### src/rtl/core_sequencer_if.sv
// ---------------------------------------------------------------------------
// core_sequencer_if
//   Bundles the sequencer's link to the datapath and the shared memory block.
//   master: the sequencer. It drives the memory, IR and register-file strobes
//           and receives decode/branch information from the datapath.
//   slave : the datapath/memory side.
//
//   imem_rd      seq -> mem   instruction fetch strobe
//   ir_load      seq -> dp    load instruction register from memory output
//   dmem_rd      seq -> mem   data read strobe
//   dmem_wren    seq -> mem   data write strobe
//   rf_wr_en     seq -> dp    register file write enable
//   rf_wr_sel    seq -> dp    writeback source (0 ALU, 1 mem, 2 pc+4, 3 imm_u)
//   opcode       dp  -> seq   decoded opcode of the held instruction
//   branch_taken dp  -> seq   branch-compare result
//   target       dp  -> seq   jal/jalr/branch target address
// ---------------------------------------------------------------------------
interface core_sequencer_if;
    logic        imem_rd;
    logic        ir_load;
    logic        dmem_rd;
    logic        dmem_wren;
    logic        rf_wr_en;
    logic [1:0]  rf_wr_sel;
    logic [6:0]  opcode;
    logic        branch_taken;
    logic [31:0] target;

    modport master (
        output imem_rd, ir_load, dmem_rd, dmem_wren, rf_wr_en, rf_wr_sel,
        input  opcode, branch_taken, target
    );

    modport slave (
        input  imem_rd, ir_load, dmem_rd, dmem_wren, rf_wr_en, rf_wr_sel,
        output opcode, branch_taken, target
    );
endinterface

### src/rtl/core_sequencer.sv
// ---------------------------------------------------------------------------
// core_sequencer
//   Multi-cycle control FSM for the RV32I core. Owns the PC and the
//   retired-instruction counter and steps each instruction through
//   FETCH -> DECODE -> EXECUTE -> (MEM) -> WRITEBACK.
//
//   clk      in   single clock, rising edge
//   reset    in   asynchronous active-high reset
//   run      in   execution enable (sampled in IDLE and at end of WRITEBACK)
//   bus      --   core_sequencer_if.master: strobes out, opcode/branch/target in
//   pc       out  current instruction address (registered)
//   state    out  FSM state encoding (registered)
//   halted   out  FSM is in HALT
//   illegal  out  sticky illegal-opcode flag (registered)
//   retired  out  completed instruction count (registered)
//
//   Strobes, rf_wr_sel and halted are decoded from the state register, the
//   wait counter and opcode only, so they carry no input-path glitches.
// ---------------------------------------------------------------------------
module core_sequencer #(
    parameter int unsigned IMEM_LATENCY = 1,
    parameter int unsigned DMEM_LATENCY = 1,
    parameter logic [31:0] RESET_PC     = 32'h0000_1000
) (
    input  logic             clk,
    input  logic             reset,
    input  logic             run,
    core_sequencer_if.master bus,
    output logic [31:0]      pc,
    output logic [2:0]       state,
    output logic             halted,
    output logic             illegal,
    output logic [31:0]      retired
);
    localparam int unsigned MAX_LAT = (IMEM_LATENCY > DMEM_LATENCY) ? IMEM_LATENCY : DMEM_LATENCY;
    localparam int unsigned CNT_W   = $clog2(MAX_LAT + 1);
    localparam logic [CNT_W-1:0] IMEM_LAST = CNT_W'(IMEM_LATENCY - 1);
    localparam logic [CNT_W-1:0] DMEM_LAST = CNT_W'(DMEM_LATENCY - 1);

    localparam logic [6:0] OP_LUI    = 7'b0110111;
    localparam logic [6:0] OP_AUIPC  = 7'b0010111;
    localparam logic [6:0] OP_JAL    = 7'b1101111;
    localparam logic [6:0] OP_JALR   = 7'b1100111;
    localparam logic [6:0] OP_BRANCH = 7'b1100011;
    localparam logic [6:0] OP_LOAD   = 7'b0000011;
    localparam logic [6:0] OP_STORE  = 7'b0100011;
    localparam logic [6:0] OP_IMM    = 7'b0010011;
    localparam logic [6:0] OP_OP     = 7'b0110011;
    localparam logic [6:0] OP_FENCE  = 7'b0001111;
    localparam logic [6:0] OP_SYSTEM = 7'b1110011;

    typedef enum logic [2:0] {
        S_IDLE      = 3'd0,
        S_FETCH     = 3'd1,
        S_DECODE    = 3'd2,
        S_EXECUTE   = 3'd3,
        S_MEM       = 3'd4,
        S_WRITEBACK = 3'd5,
        S_HALT      = 3'd6
    } state_t;

    state_t           st;
    logic [CNT_W-1:0] wait_cnt;

    logic       imem_rd_c;
    logic       ir_load_c;
    logic       dmem_rd_c;
    logic       dmem_wren_c;
    logic       rf_wr_en_c;
    logic [1:0] rf_wr_sel_c;
    logic       redirect;

    function automatic logic is_legal(input logic [6:0] op);
        case (op)
            OP_LUI, OP_AUIPC, OP_JAL, OP_JALR, OP_BRANCH,
            OP_LOAD, OP_STORE, OP_IMM, OP_OP, OP_FENCE: is_legal = 1'b1;
            default:                                     is_legal = 1'b0;
        endcase
    endfunction

    // Jumps always redirect; branches only when the compare says so.
    assign redirect = (bus.opcode == OP_JAL) || (bus.opcode == OP_JALR) ||
                      ((bus.opcode == OP_BRANCH) && bus.branch_taken);

    always_ff @(posedge clk or posedge reset) begin
        if (reset) begin
            st       <= S_IDLE;
            wait_cnt <= '0;
            pc       <= RESET_PC;
            retired  <= '0;
            illegal  <= 1'b0;
        end else begin
            // Counter clears on every state change; only the waiting
            // states override this with an increment.
            wait_cnt <= '0;
            case (st)
                S_IDLE: begin
                    if (run) st <= S_FETCH;
                end
                S_FETCH: begin
                    if (wait_cnt == IMEM_LAST) st <= S_DECODE;
                    else                       wait_cnt <= wait_cnt + CNT_W'(1);
                end
                S_DECODE: begin
                    if (bus.opcode == OP_SYSTEM) begin
                        st <= S_HALT;
                    end else if (!is_legal(bus.opcode)) begin
                        st      <= S_HALT;
                        illegal <= 1'b1;
                    end else begin
                        st <= S_EXECUTE;
                    end
                end
                S_EXECUTE: begin
                    if ((bus.opcode == OP_LOAD) || (bus.opcode == OP_STORE)) st <= S_MEM;
                    else                                                     st <= S_WRITEBACK;
                end
                S_MEM: begin
                    if (wait_cnt == DMEM_LAST) st <= S_WRITEBACK;
                    else                       wait_cnt <= wait_cnt + CNT_W'(1);
                end
                S_WRITEBACK: begin
                    pc      <= redirect ? (bus.target & ~32'h1) : pc + 32'd4;
                    retired <= retired + 32'd1;
                    st      <= run ? S_FETCH : S_IDLE;
                end
                S_HALT: begin
                    st <= S_HALT;
                end
                default: begin
                    st <= S_IDLE;
                end
            endcase
        end
    end

    always_comb begin
        imem_rd_c   = 1'b0;
        ir_load_c   = 1'b0;
        dmem_rd_c   = 1'b0;
        dmem_wren_c = 1'b0;
        rf_wr_en_c  = 1'b0;
        rf_wr_sel_c = 2'd0;
        case (st)
            S_FETCH: begin
                imem_rd_c = 1'b1;
                ir_load_c = (wait_cnt == IMEM_LAST);
            end
            S_MEM: begin
                dmem_rd_c   = (bus.opcode == OP_LOAD);
                // Store strobes only on the first MEM cycle so it is never
                // written twice on multi-cycle memories.
                dmem_wren_c = (bus.opcode == OP_STORE) && (wait_cnt == '0);
            end
            S_WRITEBACK: begin
                rf_wr_en_c = !((bus.opcode == OP_BRANCH) || (bus.opcode == OP_STORE) ||
                               (bus.opcode == OP_FENCE));
                if (bus.opcode == OP_LUI)                                   rf_wr_sel_c = 2'd3;
                else if ((bus.opcode == OP_JAL) || (bus.opcode == OP_JALR)) rf_wr_sel_c = 2'd2;
                else if (bus.opcode == OP_LOAD)                             rf_wr_sel_c = 2'd1;
                else                                                        rf_wr_sel_c = 2'd0;
            end
            default: ;
        endcase
    end

    assign bus.imem_rd   = imem_rd_c;
    assign bus.ir_load   = ir_load_c;
    assign bus.dmem_rd   = dmem_rd_c;
    assign bus.dmem_wren = dmem_wren_c;
    assign bus.rf_wr_en  = rf_wr_en_c;
    assign bus.rf_wr_sel = rf_wr_sel_c;
    assign halted        = (st == S_HALT);
    assign state         = st;

endmodule
### src/flat_wrapper.sv
// flat-port wrapper written by rule: the top's interface ports become plain ports
module core_sequencer_flat 
#(
    parameter int unsigned IMEM_LATENCY = 1,
    parameter int unsigned DMEM_LATENCY = 1,
    parameter logic [31:0] RESET_PC     = 32'h0000_1000
)
  (clk, reset, run, pc, state, halted, illegal, retired, bus_imem_rd, bus_ir_load, bus_dmem_rd, bus_dmem_wren, bus_rf_wr_en, bus_rf_wr_sel, bus_opcode, bus_branch_taken, bus_target);
  core_sequencer_if bus_i ();
  input  logic clk;
  input  logic reset;
  input  logic run;
  output logic [31:0] pc;
  output logic [2:0] state;
  output logic halted;
  output logic illegal;
  output logic [31:0] retired;
  output wire logic [$bits(bus_i.imem_rd)-1:0] bus_imem_rd;
  output wire logic [$bits(bus_i.ir_load)-1:0] bus_ir_load;
  output wire logic [$bits(bus_i.dmem_rd)-1:0] bus_dmem_rd;
  output wire logic [$bits(bus_i.dmem_wren)-1:0] bus_dmem_wren;
  output wire logic [$bits(bus_i.rf_wr_en)-1:0] bus_rf_wr_en;
  output wire logic [$bits(bus_i.rf_wr_sel)-1:0] bus_rf_wr_sel;
  input wire logic [$bits(bus_i.opcode)-1:0] bus_opcode;
  input wire logic [$bits(bus_i.branch_taken)-1:0] bus_branch_taken;
  input wire logic [$bits(bus_i.target)-1:0] bus_target;
  assign bus_imem_rd = bus_i.imem_rd;
  assign bus_ir_load = bus_i.ir_load;
  assign bus_dmem_rd = bus_i.dmem_rd;
  assign bus_dmem_wren = bus_i.dmem_wren;
  assign bus_rf_wr_en = bus_i.rf_wr_en;
  assign bus_rf_wr_sel = bus_i.rf_wr_sel;
  assign bus_i.opcode = bus_opcode;
  assign bus_i.branch_taken = bus_branch_taken;
  assign bus_i.target = bus_target;
  core_sequencer #(.IMEM_LATENCY(IMEM_LATENCY), .DMEM_LATENCY(DMEM_LATENCY), .RESET_PC(RESET_PC)) u_core (.clk(clk), .reset(reset), .run(run), .bus(bus_i), .pc(pc), .state(state), .halted(halted), .illegal(illegal), .retired(retired));
endmodule
### config.mk
export PLATFORM = sky130hd
export DESIGN_NAME = core_sequencer_flat
export DESIGN_NICKNAME = d
export VERILOG_FILES = /design/src/rtl/core_sequencer_if.sv /design/src/rtl/core_sequencer.sv /design/src/flat_wrapper.sv
export SDC_FILE = /design/constraint.sdc
export NUM_CORES = 1
export LEC_CHECK = 0
export ABC_AREA = 0
export CORE_MARGIN = 2
export CORE_UTILIZATION = 48
export CTS_BUF_LIST = sky130_fd_sc_hd__clkbuf_4
export DETAILED_ROUTE_END_ITERATION = 7
export PLACE_DENSITY_LB_ADDON = 0.25
export SLEW_MARGIN = 20
export SYNTH_ARGS = -nofsm -noshare
export SYNTH_HDL_FRONTEND = slang
export SYNTH_SLANG_ARGS = --single-unit
### constraint.sdc
create_clock -name clk -period 2.4 [get_ports clk]
set_input_delay 0.48 -clock clk [delete_from_list [all_inputs] [get_ports clk]]
set_output_delay 0.48 -clock clk [all_outputs]
set_load 0.02 [all_outputs]
==> out/metrics.cfg <==
[run_status]
outcome = finished, violations left
failed_checks = negative setup slack

[sta]
finalHoldViolCount = 0
setup-violations-final = 1
period_minus_slack_ps = 2420
setup_tns_ps = -16.1
period_share = 1.01
fin_ws_ps = -16.1
final.setup_skew_ps = 17.2
max_freq_ghz = 0.414
drv_slew = 0
rsz0062_at_grt = true

[placed_design]
dpl_worst_slack_ps = -623
port_buffers = 116
post-dp-hpwl_mm = 7.00
gp_congestion = 0.828

[detailed_routing]
antenna_violating_nets_post_route = 0
dr.pass1.iters = 4
wl_per_cell_um = 14.9
drt_iter0_markers = 133
via_per_inst = 5.70
drc = 0
vias = 3761
drt_wl_total_mm = 9.85

[clock_tree]
cts.sinks = 67
h-tree-depth = 3
clockRootBuffer = clkbuf_4
cts_setup_buffers = 0
cts_tree = yes
clock_path_buffers = 2
clk_latency_ps = 410
cts.clk_slew.worst_paths_ps = 130
cts-buffers-inserted = 9

[floorplan]
core_um2 = 7690
dieArea_um2 = 8630
num_io_pins = 119
die_w_um = 92.9
initial_utilization = 0.493
die_h_um = 92.9
rows = 32

[worst_hold_path]
hold_path.class = input port to async pin

[worst_setup_path]
start_kind = input port
cp.required_ps = 1920
crit_path_max_fanout = 3
crit_start = bus_opcode[2]
rr_startpoint = u_core.state[1]
rrSetupSlack_ps = 350
worstPathArrival_ps = 1940
rr_endpoint = u_core.retired[31]
worst_r2r_path_depth = 6
cp-end-kind = primary output
crit_type = input port to primary output
cp-endpoint = bus_dmem_wren

[yosys]
synth.distinct_cells = 53
synth_common_cells = dfrtp_1 (66), nand2_1 (53), a21oi_1 (36), nor2_1 (25)
netlist_instances = 430
synth_async_sr_flop_share = 1.00
synth_area_um2 = 3790
ys_ff_latch = 67
synth.area.top_cells = dfrtp_1 (44%), nand2_1 (5.2%), a21oi_1 (4.8%)
synthesis.yosys.warnings = 0
synth.top_cell.area_share = 0.435
synth_ff_type = dfrtp_1
yosysSeqAreaShare = 0.442
synth_top_area_cell = dfrtp_1
synth_edf_count = 0
post-synth-top-count-cell = dfrtp_1
syn_area_per_cell_um2 = 8.82
syn_nets = 475

[pwr]
powerDensity_nw_per_um2 = 823
finalPower_mw = 4.36
power.leakage_nw = 2.29
vdd_drop_max_uv = 503

[flow_run]
maxCapViolations = 0

[cells_and_area]
drive_gt1_frac = 0.104
nNetsFinal = 598
area_delta_synth_final_pct = 39.7
insertedDiodeCount = 0
fill_cells = 617

[global_route]
grt_pass1_wl_mm = 16.6
overflow = 0
grt_max_degree = 68
antenna_found_initial = 0
globalRouteTotalUtil = 0.239
grt_pass1_vias = 3515

## power breakdown
part,switching (mW),internal [mW],total (mW)
logic,1.05,0.867,1.92
clock network,0.432,0.314,0.746
registers,0.318,1.37,1.69
## critical path: stages
cell and delay (ps):
clkdlybuf4s50_1 440, or4_4 560, nor4_1 230, buf_2 230
## stage by stage
step	hold slack [ps]	util	instance area [um2]	std cells
2_1_floorplan	543	-	3800	430
3_3_place_gp	449	0.673	5170	644
3_5_place_dp	456	0.673	5170	644
4_1_cts	447	0.689	5300	660
5_1_grt	484	0.689	5300	660
6_report	453	0.689	5300	660
## layout make-up
class | count | area, um2 | area share
clock buffer | 9 | 67.6 | 0.0128
clock inverter | 7 | 68.8 | 0.0130
inverter | 14 | 52.6 | 0.00992
multi-input combinational | 319 | 1940 | 0.366
sequential | 67 | 1680 | 0.317
tap | 102 | 128 | 0.0241
timing repair buffer | 142 | 1360 | 0.257
## what timing repair did
action,4_1_cts,5_1_grt
hold buffers,0,0
resized for setup,24,5
endpoints found under the setup margin,5,7
hold endpoints to repair,0,0
pin swaps,3,1
## logic make-up after synthesis
family          share of synthesized area
xor+xnor                           0.0716
flops                               0.442
buf+inv                            0.0501
mux                               0.00264
compound gates                      0.182
other cells                      0.000989
fa+ha+maj                         0.00660
simple gates                        0.244
## state kept, by name (all words and copies together) (netlist names)
register / count
u_core.illegal: 1
u_core.pc: 31
u_core.retired: 32
u_core.state: 3
## routing by layer
layer  vias up  global-route usage  wire length, um
met3        13              0.0578              645
met4         0              0.0748              136
met5         -                   0                0
met2       135               0.383             4740
li1       1815                   -                -
met1      1798               0.321             4330
## cell usage in the layout, fill, tap and decap left out, types with 11 or more instances in the layout
cell	instances
nor2_1	24
nand4_1	18
dfrtp_1	66
nand2_1	53
a21oi_1	36
inv_1	13
o21ai_0	18
buf_4	24
xor2_1	11
xnor2_1	20
clkdlybuf4s50_1	105
o22ai_1	15
a2bb2oi_1	15
nand3_1	23
## worst min path at each step
| stage | end | cells past startpoint | slack (ps) | start |
|---|---|---|---|---|
| floorplan | u_core.pc[12] | 1 | 540 | u_core.pc[12] |
| detailed placement | u_core.retired[31] | 1 | 460 | u_core.retired[31] |
| global placement | u_core.illegal | 2 | 450 | u_core.illegal |
| finish | u_core.retired[13] | 3 | 450 | reset |
| global route | u_core.retired[30] | 3 | 480 | reset |
| CTS | u_core.retired[14] | 3 | 450 | reset |
Power figures use the tool's default switching activity.
